`src/rtl/bisg_test_sequencer.sv`:
```
// BISG test-session sequencer: sweeps the range code, launches one scan run per code
// and accumulates pass/fail. Optional run timeout via BISG_SEQ_RUN_TIMEOUT_EN.
module bisg_test_sequencer #(
  parameter int SIG_W      = 13,
  parameter int RST_CYC    = 8,
  parameter int LOCK_TO    = 1023,
  parameter int RUN_MARGIN = 16
) (
  input  logic             clk,
  input  logic             rst_n,
  input  logic             start,
  input  logic             abort,
  input  logic             adpll_lock,
  input  logic [5:0]       range_lo,
  input  logic [5:0]       range_hi,
  input  logic [19:0]      scan_num,
  input  logic [SIG_W-1:0] golden,
  input  logic [SIG_W-1:0] sig_in,
  input  logic             scan_done_in,
  output logic             sub_rst,
  output logic             test_se,
  output logic             bisg_start,
  output logic [5:0]       range_out,
  output logic             busy,
  output logic             done,
  output logic             pass_all,
  output logic [6:0]       fail_cnt,
  output logic [5:0]       first_fail,
  output logic             lock_err,
  output logic             timeout_err
);
  localparam int LC_W = $clog2(LOCK_TO + 1);
  localparam int RC_W = (RST_CYC > 1) ? $clog2(RST_CYC) : 1;

  typedef enum logic [2:0] {
    S_IDLE, S_WAIT_LOCK, S_RESET, S_LAUNCH, S_RUN, S_CHECK, S_NEXT, S_DONE
  } state_t;

  state_t            state_q, state_d;
  logic [LC_W-1:0]   lock_cnt_q, lock_cnt_d;
  logic [RC_W-1:0]   rst_cnt_q, rst_cnt_d;
  logic [19:0]       run_cnt_q, run_cnt_d, run_inc;
  logic [5:0]        range_q, range_d, first_fail_q, first_fail_d;
  logic [6:0]        fail_cnt_q, fail_cnt_d;
  logic              lock_err_q, lock_err_d, pass_all_q, pass_all_d;
  logic              sub_rst_q, test_se_q, bisg_start_q, busy_q, done_q;
  logic              rec_fail, tmo_hit;

  assign run_inc = (run_cnt_q == 20'hFFFFF) ? run_cnt_q : run_cnt_q + 20'd1;

`ifdef BISG_SEQ_RUN_TIMEOUT_EN
  logic        timeout_err_q, timeout_err_d;
  logic [20:0] run_lim;
  assign run_lim     = {1'b0, scan_num} + 21'(RUN_MARGIN);
  assign tmo_hit     = ({1'b0, run_inc} >= run_lim);
  assign timeout_err = timeout_err_q;
`else
  assign tmo_hit     = 1'b0;
  assign timeout_err = 1'b0;
`endif

  always_comb begin
    state_d      = state_q;
    lock_cnt_d   = lock_cnt_q;
    rst_cnt_d    = rst_cnt_q;
    run_cnt_d    = run_cnt_q;
    range_d      = range_q;
    fail_cnt_d   = fail_cnt_q;
    first_fail_d = first_fail_q;
    lock_err_d   = lock_err_q;
    pass_all_d   = pass_all_q;
    rec_fail     = 1'b0;
`ifdef BISG_SEQ_RUN_TIMEOUT_EN
    timeout_err_d = timeout_err_q;
`endif
    if (abort) begin
      state_d    = S_IDLE;
      pass_all_d = 1'b0;
    end else begin
      case (state_q)
        S_IDLE: if (start) begin
          fail_cnt_d   = '0;
          first_fail_d = '0;
          lock_err_d   = 1'b0;
          pass_all_d   = 1'b0;
          range_d      = range_lo;
          lock_cnt_d   = '0;
`ifdef BISG_SEQ_RUN_TIMEOUT_EN
          timeout_err_d = 1'b0;
`endif
          state_d = (range_lo > range_hi) ? S_DONE : S_WAIT_LOCK;
        end
        S_WAIT_LOCK: begin
          if (adpll_lock) begin
            rst_cnt_d = '0;
            state_d   = S_RESET;
          end else if (lock_cnt_q == LC_W'(LOCK_TO)) begin
            lock_err_d = 1'b1;
            rec_fail   = 1'b1;
            state_d    = S_NEXT;
          end else begin
            lock_cnt_d = lock_cnt_q + 1'b1;
          end
        end
        S_RESET: begin
          if (rst_cnt_q == RC_W'(RST_CYC - 1)) state_d = S_LAUNCH;
          else rst_cnt_d = rst_cnt_q + 1'b1;
        end
        S_LAUNCH: begin
          run_cnt_d = '0;
          state_d   = S_RUN;
        end
        S_RUN: begin
          run_cnt_d = run_inc;
          // scan_done wins over a same-cycle lock drop
          if (scan_done_in) begin
            state_d = S_CHECK;
          end else if (!adpll_lock) begin
            rec_fail = 1'b1;
            state_d  = S_NEXT;
          end else if (tmo_hit) begin
`ifdef BISG_SEQ_RUN_TIMEOUT_EN
            timeout_err_d = 1'b1;
`endif
            rec_fail = 1'b1;
            state_d  = S_NEXT;
          end
        end
        S_CHECK: begin
          rec_fail = !((sig_in == golden) && (run_cnt_q == scan_num));
          state_d  = S_NEXT;
        end
        S_NEXT: begin
          if (range_q == range_hi || range_q == 6'd63) begin
            pass_all_d = (fail_cnt_q == 7'd0) && (range_lo <= range_hi);
            state_d    = S_DONE;
          end else begin
            range_d    = range_q + 6'd1;
            lock_cnt_d = '0;
            state_d    = S_WAIT_LOCK;
          end
        end
        S_DONE:  state_d = S_IDLE;
        default: state_d = S_IDLE;
      endcase
      if (rec_fail) begin
        if (fail_cnt_q == 7'd0) first_fail_d = range_q;
        if (fail_cnt_q != 7'h7F) fail_cnt_d = fail_cnt_q + 7'd1;
      end
    end
  end

  // Strobes are registered from the next state so they line up with it.
  always_ff @(posedge clk or negedge rst_n) begin
    if (!rst_n) begin
      state_q      <= S_IDLE;
      lock_cnt_q   <= '0;
      rst_cnt_q    <= '0;
      run_cnt_q    <= '0;
      range_q      <= '0;
      fail_cnt_q   <= '0;
      first_fail_q <= '0;
      lock_err_q   <= 1'b0;
      pass_all_q   <= 1'b0;
      sub_rst_q    <= 1'b0;
      test_se_q    <= 1'b0;
      bisg_start_q <= 1'b0;
      busy_q       <= 1'b0;
      done_q       <= 1'b0;
    end else begin
      state_q      <= state_d;
      lock_cnt_q   <= lock_cnt_d;
      rst_cnt_q    <= rst_cnt_d;
      run_cnt_q    <= run_cnt_d;
      range_q      <= range_d;
      fail_cnt_q   <= fail_cnt_d;
      first_fail_q <= first_fail_d;
      lock_err_q   <= lock_err_d;
      pass_all_q   <= pass_all_d;
      sub_rst_q    <= (state_d == S_RESET);
      test_se_q    <= (state_d == S_LAUNCH) || (state_d == S_RUN);
      bisg_start_q <= (state_d == S_LAUNCH);
      busy_q       <= (state_d != S_IDLE);
      done_q       <= (state_d == S_DONE);
    end
  end

`ifdef BISG_SEQ_RUN_TIMEOUT_EN
  always_ff @(posedge clk or negedge rst_n) begin
    if (!rst_n) timeout_err_q <= 1'b0;
    else        timeout_err_q <= timeout_err_d;
  end
`endif

  assign sub_rst    = sub_rst_q;
  assign test_se    = test_se_q;
  assign bisg_start = bisg_start_q;
  assign range_out  = range_q;
  assign busy       = busy_q;
  assign done       = done_q;
  assign pass_all   = pass_all_q;
  assign fail_cnt   = fail_cnt_q;
  assign first_fail = first_fail_q;
  assign lock_err   = lock_err_q;
endmodule

```
`config.mk`:
```
export PLATFORM = sky130hd
export DESIGN_NAME = bisg_test_sequencer
export DESIGN_NICKNAME = d
export VERILOG_FILES = /design/src/rtl/bisg_test_sequencer.sv
export SDC_FILE = /design/constraint.sdc
export NUM_CORES = 1
export LEC_CHECK = 0
export BUFFER_PORTS_ARGS = -buffer_cell sky130_fd_sc_hd__buf_4
export CAP_MARGIN = 0
export CORE_AREA = 10 10 76 126
export DETAILED_ROUTE_END_ITERATION = 12
export DIE_AREA = 0 0 86 136
export PLACE_DENSITY_LB_ADDON = 0.08
export SYNTH_ARGS = -nofsm -noshare
export SYNTH_HDL_FRONTEND = slang
export SYNTH_SLANG_ARGS = --single-unit
```
`constraint.sdc`:
```
create_clock -name clk -period 3.1 [get_ports clk]
set_clock_uncertainty 0.1 [all_clocks]
set_input_delay 0.155 -clock clk [delete_from_list [all_inputs] [get_ports clk]]
set_output_delay 0.155 -clock clk [all_outputs]
set_load 0.005 [all_outputs]
```
Yosys cells after proc, flatten, opt, wreduce, memory -nomap -nowiden. Index checks and enable logic that the tools add are counted.

Logic and storage cells: 115. Output and inout bits: 27. Input bits: 64. Register bits after elaboration: 62.

Equality and inequality tests: 29. Muxes and demuxes: 44. Magnitude comparators: 2. Add/sub/neg operators: 5. Bitwise logic cells: 1. Reductions and logical operators: 20.

Operators with widths (number): 2-to-1 mux 10 bit (4); one-hot mux 20 bit (2 select lines) (1); 2-to-1 mux 6 bit (6); 2-to-1 mux 3 bit (11); one-hot mux 10 bit (3 select lines) (1); 2-to-1 mux 7 bit (4); one-hot mux 3 bit (8 select lines) (1); == test 3 bit, second input constant (7); adder 20 x 1 -> 20 bit, second input constant (1); == test 20 bit (1); == test 20 bit, second input constant (1); 2-to-1 mux 20 bit (1); != test 2 bit, second input constant (8); == test 13 bit (1); == test 3 x 2 -> 1 bit, second input constant (4); one-hot mux 6 bit (2 select lines) (1); adder 10 x 1 -> 10 bit, second input constant (1); == test 10 bit, second input constant (1); 2-to-1 mux 1 bit (10); nonzero test 3 bit (3); AND reduction 4 bit (2); nonzero test 2 bit (4); adder 7 x 1 -> 7 bit, second input constant (1); zero test 7 bit (1); other kinds (20) (25).

Longest topological paths before layout. Gate-level depths: netlist (run 1).

Word-level depth: 7. Depth in mapped cells: 9. Mapped depth without buffers: 9.

Worst setup path after synthesis (run 1). Ideal clock, no wire load.

Path type: register to register. From: reg lock_cnt_q[0] (netlist name). To: reg rst_cnt_q[0]. Period minus slack after synthesis: 2.417 ns. Path buffers: 0. Arrival: 2.192 ns. Data required time: 2.875 ns. Stages on the path, launching flop included: 9. Setup slack: 0.683 ns. Library setup time: 0.125 ns. Cell sequence: dfrtp_1 -> ha_1 -> nand2_1 -> or3_4 -> nor2_4 -> nor2_2 -> o32a_4 -> nor4b_4 -> mux2_4.

RTL lines: to (signal assigned) (line 173) `rst_cnt_q <= rst_cnt_d;`; to (decl) (line 41) `logic [RC_W-1:0] rst_cnt_q, rst_cnt_d;`.

Worst setup path in the final report (run 1).
From: reg state_q[1]. To: reg fail_cnt_q[3] (netlist: fail_cnt[3]).

Word-level cells in the longest chain between the ends: 4. Elaborated cells between the ends (all ways): 9. Those cells by class: 3 x eq/ne; 5 x mux; 1 x reduce/logical.

RTL lines: from (decl) (line 39) `state_t state_q, state_d;`; from (signal assigned) (line 171) `state_q <= state_d;`; == test 3 bit, or another cell as far along (line 80) `case (state_q)`; one-hot mux 1 bit (3 select lines) or 2-to-1 mux 7 bit (tied branches) (line 80); 2-to-1 mux 1 bit or 2-to-1 mux 7 bit (tied branches) (line 76, 148); 2-to-1 mux 7 bit (*) (line 146) `if (rec_fail) begin`; to (signal assigned) (line 176) `fail_cnt_q <= fail_cnt_d;`; to (decl) (line 44) `logic [6:0] fail_cnt_q, fail_cnt_d;`.

Mark *: on every way between the ends. The rest lies on a longest branch, timed or not. The select of a mux whose other input is x is not followed. A chain may end at the register's enable or synchronous reset.

==> run metrics, run 1 <==
RSZ-0062 raised after global routing=false; routed length per instance=17.53 um; Worst Hold Class=primary input to flop; combinational fraction of design power=36.9%; asr flop ratio synth=100.0%; post-CTS setup buffers=0; FF+latch count, synth=62; Main synth FF type=dfrtp_1; reg2reg start=state_q[1]$_DFF_PN0_; worst reg-to-reg path cell count=6; Avg Inst Size Synth=around 8.9 um2; Final Total Pwr=3.790 mW; crit-path max FO=14; Met1 Wirelength=4.047 mm; IO Count=91; Post-layout nets=613; Die H=roughly 140 um; Fill cells=660; switching share of total power=a little over a third; TritonCTS buffer count=9; worst vdd ir=0.4000 mV; clk root buf=clkbuf_16; Leak=2.250 nW; sequential area share after synthesis=39.22%; Area Growth Syn to Fin=26.98%; Psw=between 1 and 1.5 mW; Residual DRC=0; Worst Path Buf+Inv=0; final worst slack=411.1 ps; cell row count=42; count of hold-fix buffers inserted at cts=1; largest net degree at the start of global routing=63; slowest CP cell=dfrtp_1; first-pass GRT wire length=about 18 mm; met2 wire length=roughly 6.2 mm; post-placement cell count=roughly 610; # clock sinks=a little over 60; f_max=371.9 MHz; DR iter-0 viols=about 170; final std cells w/o fill=629; outcome=complete, no violations; drt pass-1 iters=5; Die X=86 um; layout cells sized above 1=between 20% and 30%; sequential share of power=36.6%; gr usage total=between 10% and 20%; CORE AREA=between 7000 and 8000 um2; most common cell after layout, fill and taps aside=buf_4; sequential cell area=1551 um2; number of synthesized flops with an enable pin=0; Slew HR=46.85%; detailed-route via count=3,686; initial antenna violation count=0; WP depth=6; DR top layer=met4; Layout Utilization=66.85%; number of global-route vias before repair=3,828; Overflow after GRT=0; arrival time worst endpoint=about 2800 ps; Worst setup EP type=flop; dpl hpwl=around 8.8 mm; Final Wtd Congestion=0.8468; Final Hold Viols=0; worst slew pin tran=797.3 ps; most frequent cells in the layout=buf_4, dfrtp_1, xnor2_1; CP required=about 3200 ps; Mapped Nets=524; CP Launch Type=flop; CP peak stage delay=approximately 510 ps; Power Internal=2.404 mW; port bufs=89; Vias/cell=5.860; diodes inserted=0; critical path class=flop to flop; Yosys warnings=0; origin of the worst setup path=state_q[1]$_DFF_PN0_; met3 wire len=622 um; Worst R2R Setup Slack=410 ps; CP Cell Sequence=or3b_1, or4_1, a21oi_1, o21ai_1, a21oi_2, o22ai_1; Initial Util=52.65%; Pwr Density=754.3 nW/um2; final wirelength=11.03 mm; H-Tree Level Count=3; CTS resizes=0; clk_lat worst skew=330 ps; Die ar.=11,700 um2; Netlist cell types=65; final setup TNS=0 ps; synthesized instance count=roughly 450; Reg clk slew, reported paths=50 ps; fin crit share=86.74%; clock share of power=a little over a quarter; final setup vio count=0; Max Cap Violations=0; antenna-violating nets left=0; post-layout minimum cycle time=about 2700 ps; worst setup path endpoint=fail_cnt[3]$_DFFE_PN0N_; reg2reg end=fail_cnt[3]$_DFFE_PN0N_; Top Family by Delay on Critical Path=compound AO/OA/AOI/OAI gates; Max Root-Sink Buffers=2; Cell Area, Synth=about 4000 um2; TritonCTS clock tree=yes; pre-CTS WS=425.0 ps; Slew Limit Fails=0; area of the multi-input gates=2240 um2
==> metrics by stage <==
step | cell area (um2) | hold WS (ps)
2_1_floorplan | 3956 | -240.6
3_3_place_gp | 4712 | 182.2
3_5_place_dp | 4712 | 188.0
4_1_cts | 5024 | 26.83
5_1_grt | 5024 | 45.50
6_report | 5024 | 31.24
==> sequential cells by signal, summed over array words and instances (netlist names) <==
| name | cells |
|---|---|
| test_se | 1 |
| pass_all | 1 |
| done | 1 |
| rst_cnt_q | 3 |
| range_out | 6 |
| state_q | 3 |
| busy | 1 |
| bisg_start | 1 |
| fail_cnt | 7 |
| lock_err | 1 |
| first_fail | 6 |
| run_cnt_q | 20 |
| lock_cnt_q | 10 |
| sub_rst | 1 |
==> Yosys cell counts (all sizes together) (5+ instances only) <==
cell | number | share of area (%)
dfrtp | 62 | 39
xnor2 | 43 | 9.5
nor2 | 42 | 4.2
o21ai | 35 | 4.4
nand2 | 34 | 3.3
nand3 | 23 | 3.0
inv | 22 | 2.1
a21oi | 19 | 2.5
clkbuf | 16 | 1.5
o31ai | 15 | 2.8
ha | 13 | 4.1
nor3 | 13 | 1.6
nand4 | 11 | 1.7
a31oi | 7 | 1.1
a22o | 6 | 1.3
o22ai | 6 | 0.95
mux2i | 5 | 1.3
nor2b | 5 | 0.79
or3 | 5 | 0.92
==> power by group through the flow <==
| stage | registers (mW) | logic, mW | clock network (mW) |
|---|---|---|---|
| global placement | 1.37 | 1.38 | 0 |
| detailed placement | 1.38 | 1.41 | 0 |
| floorplan | 1.25 | 0.955 | 0 |
| global route | 1.42 | 1.57 | 1.05 |
| CTS | 1.37 | 1.42 | 1.02 |
| finish | 1.39 | 1.40 | 1.00 |
==> cells by family (layout without fill, tap and decap cells) <==
logic type | count (synthesis) | after routing | share of synthesized area, %
and+or+nand+nor | 159 | 159 | 20.62
AOI/OAI and AO/OA | 117 | 117 | 19.67
DFF | 62 | 62 | 39.22
xor gates and xnor gates | 46 | 46 | 10.18
buffers and inverters | 42 | 136 | 4.174
adders and majority gates | 13 | 13 | 4.111
muxes | 7 | 7 | 1.929
other | 1 | 1 | 0.09479
==> layer usage <==
| layer | vias up | global-route usage (%) |
|---|---|---|
| li1 | 1790 | - |
| met4 | 0 | 6.710 |
| met5 | - | 0 |
| met1 | 1770 | 19.15 |
| met2 | 111 | 36.31 |
| met3 | 15 | 5.273 |
==> worst reg2reg max path: cells and delay by family, from the launching register on <==
kind               cells  cell delay (ps)
DFF                    1              510
AOI/OAI and AO/OA      4             1020
and+or+nand+nor        2              910
==> cell type report <==
| class | count | area share, % |
|---|---|---|
| Clock buffer | 12 | 5.106 |
| Clock inverter | 4 | 0.8966 |
| Inverter | 22 | 1.644 |
| Multi-Input combinational cell | 343 | 44.58 |
| Sequential cell | 62 | 30.88 |
| Tap cell | 88 | 2.192 |
| Timing Repair Buffer | 98 | 14.69 |
==> worst min path at each step <==
stage,slack [ps],cells past startpoint,endpoint,startpoint
floorplan,-240,0,bisg_start$_DFF_PN0_,rst_n
global placement,180,1,bisg_start$_DFF_PN0_,rst_n
detailed placement,190,1,test_se$_DFF_PN0_,rst_n
CTS,30,3,range_out[0]$_DFFE_PN0P_,range_lo[0]
global route,50,3,range_out[0]$_DFFE_PN0P_,range_lo[0]
finish,30,3,range_out[0]$_DFFE_PN0P_,range_lo[0]
Power figures use the tool's default switching activity.
==> run 2, diff against run 1 <==
--- a/config.mk
+++ b/config.mk
@@ -5,11 +5,13 @@
 export SDC_FILE = /design/constraint.sdc
 export NUM_CORES = 1
 export LEC_CHECK = 0
+export ABC_AREA = 1
 export BUFFER_PORTS_ARGS = -buffer_cell sky130_fd_sc_hd__buf_4
 export CAP_MARGIN = 0
-export CORE_AREA = 10 10 76 126
+export CORE_AREA = 10 10 81 135
+export CTS_BUF_LIST = sky130_fd_sc_hd__clkbuf_16
 export DETAILED_ROUTE_END_ITERATION = 12
-export DIE_AREA = 0 0 86 136
+export DIE_AREA = 0 0 91 145
 export PLACE_DENSITY_LB_ADDON = 0.08
 export SYNTH_ARGS = -nofsm -noshare
 export SYNTH_HDL_FRONTEND = slang
==> run metrics, run 2 <==
# clock sinks=62 (unchanged); H-Tree Level Count=3 (unchanged); largest net degree at the start of global routing=63 (unchanged); Post-layout nets=838 (+37%); most frequent cells in the layout=nand2_1, buf_4, nor2_1; routed length per instance=14.86 um (-15%); Die ar.=13,200 um2 (+13%); Netlist cell types=42 (-35%); drt pass-1 iters=4 (-1); layout cells sized above 1=18.54% (-4.6 points); worst vdd ir=0.5048 mV (+26%); CTS resizes=0 (unchanged); post-layout minimum cycle time=2357 ps (-331.5 ps); synthesized instance count=679 (+52%); cell row count=45 (+7.1%); Synth area leader=dfrtp_1; sequential area share after synthesis=33.24% (-6.0 points); IO Count=91 (unchanged); Worst setup EP type=flop; Final Hold Viols=0 (unchanged); Main synth FF type=dfrtp_1; dpl hpwl=9.971 mm (+14%); antenna-violating nets left=0 (unchanged); Mapped Nets=756 (+44%); Yosys warnings=0 (unchanged); FF+latch count, synth=62 (unchanged); port bufs=89 (unchanged); most numerous cell in the Yosys netlist=nand2_1; final worst slack=742.6 ps (+331.5 ps); DR iter-0 viols=292 (+71%); Die H=145 um (+6.6%); diodes inserted=0 (unchanged); detailed-route via count=4,646 (+26%); TritonCTS clock tree=yes; final setup vio count=0 (unchanged); Pwr Density=706.9 nW/um2 (-6.3%); number of global-route vias before repair=4,693 (+23%); post-placement cell count=866 (+42%); crit-path max FO=14 (unchanged); worst slew pin tran=824.6 ps (+27.29 ps); asr flop ratio synth=100.0% (unchanged); final setup TNS=0 ps (unchanged); fin crit share=76.05% (-11 points); register bank with the most flops=run_cnt_q; arrival time worst endpoint=2480 ps (-290 ps); f_max=424.2 MHz (+14%); Avg Inst Size Synth=6.875 um2 (-22%); Residual DRC=0 (unchanged); clk_lat worst skew=340 ps (about the same); CP Launch Type=flop; number of synthesized flops with an enable pin=0 (unchanged); RSZ-0062 raised after global routing=false; Max Cap Violations=0 (unchanged); WHS=69.23 ps (+37.99 ps); share of the synthesized area in the top cell type=33.24% (-6.0 points); most common cell after layout, fill and taps aside=nand2_1; critical path class=flop to flop; CP required=3230 ps (+40 ps); TritonCTS buffer count=9 (unchanged); Leak=2.909 nW (+29%); Final Total Pwr=4.015 mW (+6.0%); Worst Hold Class=primary input to flop; Die X=91 um (+5.8%); initial antenna violation count=0 (unchanged); final wirelength=13.12 mm (+19%); top post-synthesis cells by count=nand2_1, nor2_1, dfrtp_1, inv_1, nand3_1; final std cells w/o fill=883 (+40%); Slew Limit Fails=0 (unchanged); Cell Area, Synth=4668 um2 (+18%); Reg clk slew, reported paths=60 ps (about the same); gr usage total=19.90% (+0.70 points); CORE AREA=8671 um2 (+15%); Slew HR=45.03% (-1.8 points); pre-CTS WS=767.3 ps (+342.3 ps); Final Wtd Congestion=0.9122 (+7.7%); first-pass GRT wire length=22.10 mm (+21%); outcome=complete, no violations; Initial Util=53.84% (+1.2 points); clk root buf=clkbuf_16; Vias/cell=5.262 (-10%); max reg flops=20 (unchanged); Overflow after GRT=0 (unchanged); Area Growth Syn to Fin=21.68%; largest cells by area after synthesis=dfrtp_1, nand2_1, nand3_1; Max Root-Sink Buffers=2 (unchanged)
==> run 2: per-layer routing <==
metal,share of wire [%],global-route usage (%)
met5,0,0
met4,1.9,7.244
met3,4.6,4.384
met2,55,36.86
met1,39,21.12
==> run 2: logic make-up (layout without fill, tap and decap cells) <==
group	count (synthesis)	after routing	synth area share, %
adders and majority gates	13	13	3.484
xor gates and xnor gates	59	59	11.07
DFF	62	62	33.24
buffers and inverters	94	181	8.630
and+or+nand+nor	395	395	36.42
other	1	1	0.08033
AOI/OAI and AO/OA	55	55	7.076
==> run 2: report_power, final <==
group	leakage, nW	switching (mW)	internal [mW]	total [mW]
Combinational	1.93	1.03	0.689	1.72
Clock	0.139	0.390	0.623	1.01
Sequential	0.841	0.282	1.00	1.29
==> run 2: timing repair <==
item,CTS,global route
endpoints found under the hold margin,62,0
setup endpoints to repair,0,0
hold buffers,1,0
setup buffers,0,0
==> run 2: per-stage QoR <==
stage / cell area, um2 / util [%]
after floorplan: 4668 / -
after global placement: 5370 / 61.93
after detailed placement: 5370 / 61.93
after CTS: 5680 / 65.51
after global routing: 5680 / 65.51
final: 5680 / 65.51
==> run 2: path summary, 6_finish.rpt <==
check | endpoint | start | cells after the start | slack, ps
max | run_cnt_q[19]$_DFFE_PN0P_ | run_cnt_q[0]$_DFFE_PN0P_ | 11 | 740
min | range_out[1]$_DFFE_PN0P_ | range_lo[1] | 5 | 70
max reg2reg | run_cnt_q[19]$_DFFE_PN0P_ | run_cnt_q[0]$_DFFE_PN0P_ | 11 | 740
min reg2reg | rst_cnt_q[0]$_DFFE_PN0P_ | rst_cnt_q[0]$_DFFE_PN0P_ | 1 | 390
max in group asynchronous | bisg_start$_DFF_PN0_ | rst_n | 2 | 2000
min in group asynchronous | lock_cnt_q[8]$_DFFE_PN0P_ | rst_n | 2 | 360
==> run 2: layout make-up <==
class                      instances  area [um2]
sequential                        62        1551
tap                              117       146.4
clock buffer                       9       225.2
fill                             823        2990
timing repair buffer              92       693.2
inverter                          73       275.3
clock inverter                     7       75.07
multi-input combinational        523        2714
==> run 2: critical path, cell delays in order (launching register included) <==
cell	delay [ps]
dfrtp_1	440
ha_1	320
nand3_4	160
nor2_4	50
nand2_2	90
nor2_4	50
nand3_2	90
o21ai_2	80
a21oi_4	360
clkinv_2	310
nand2_1	140
nand2_1	60
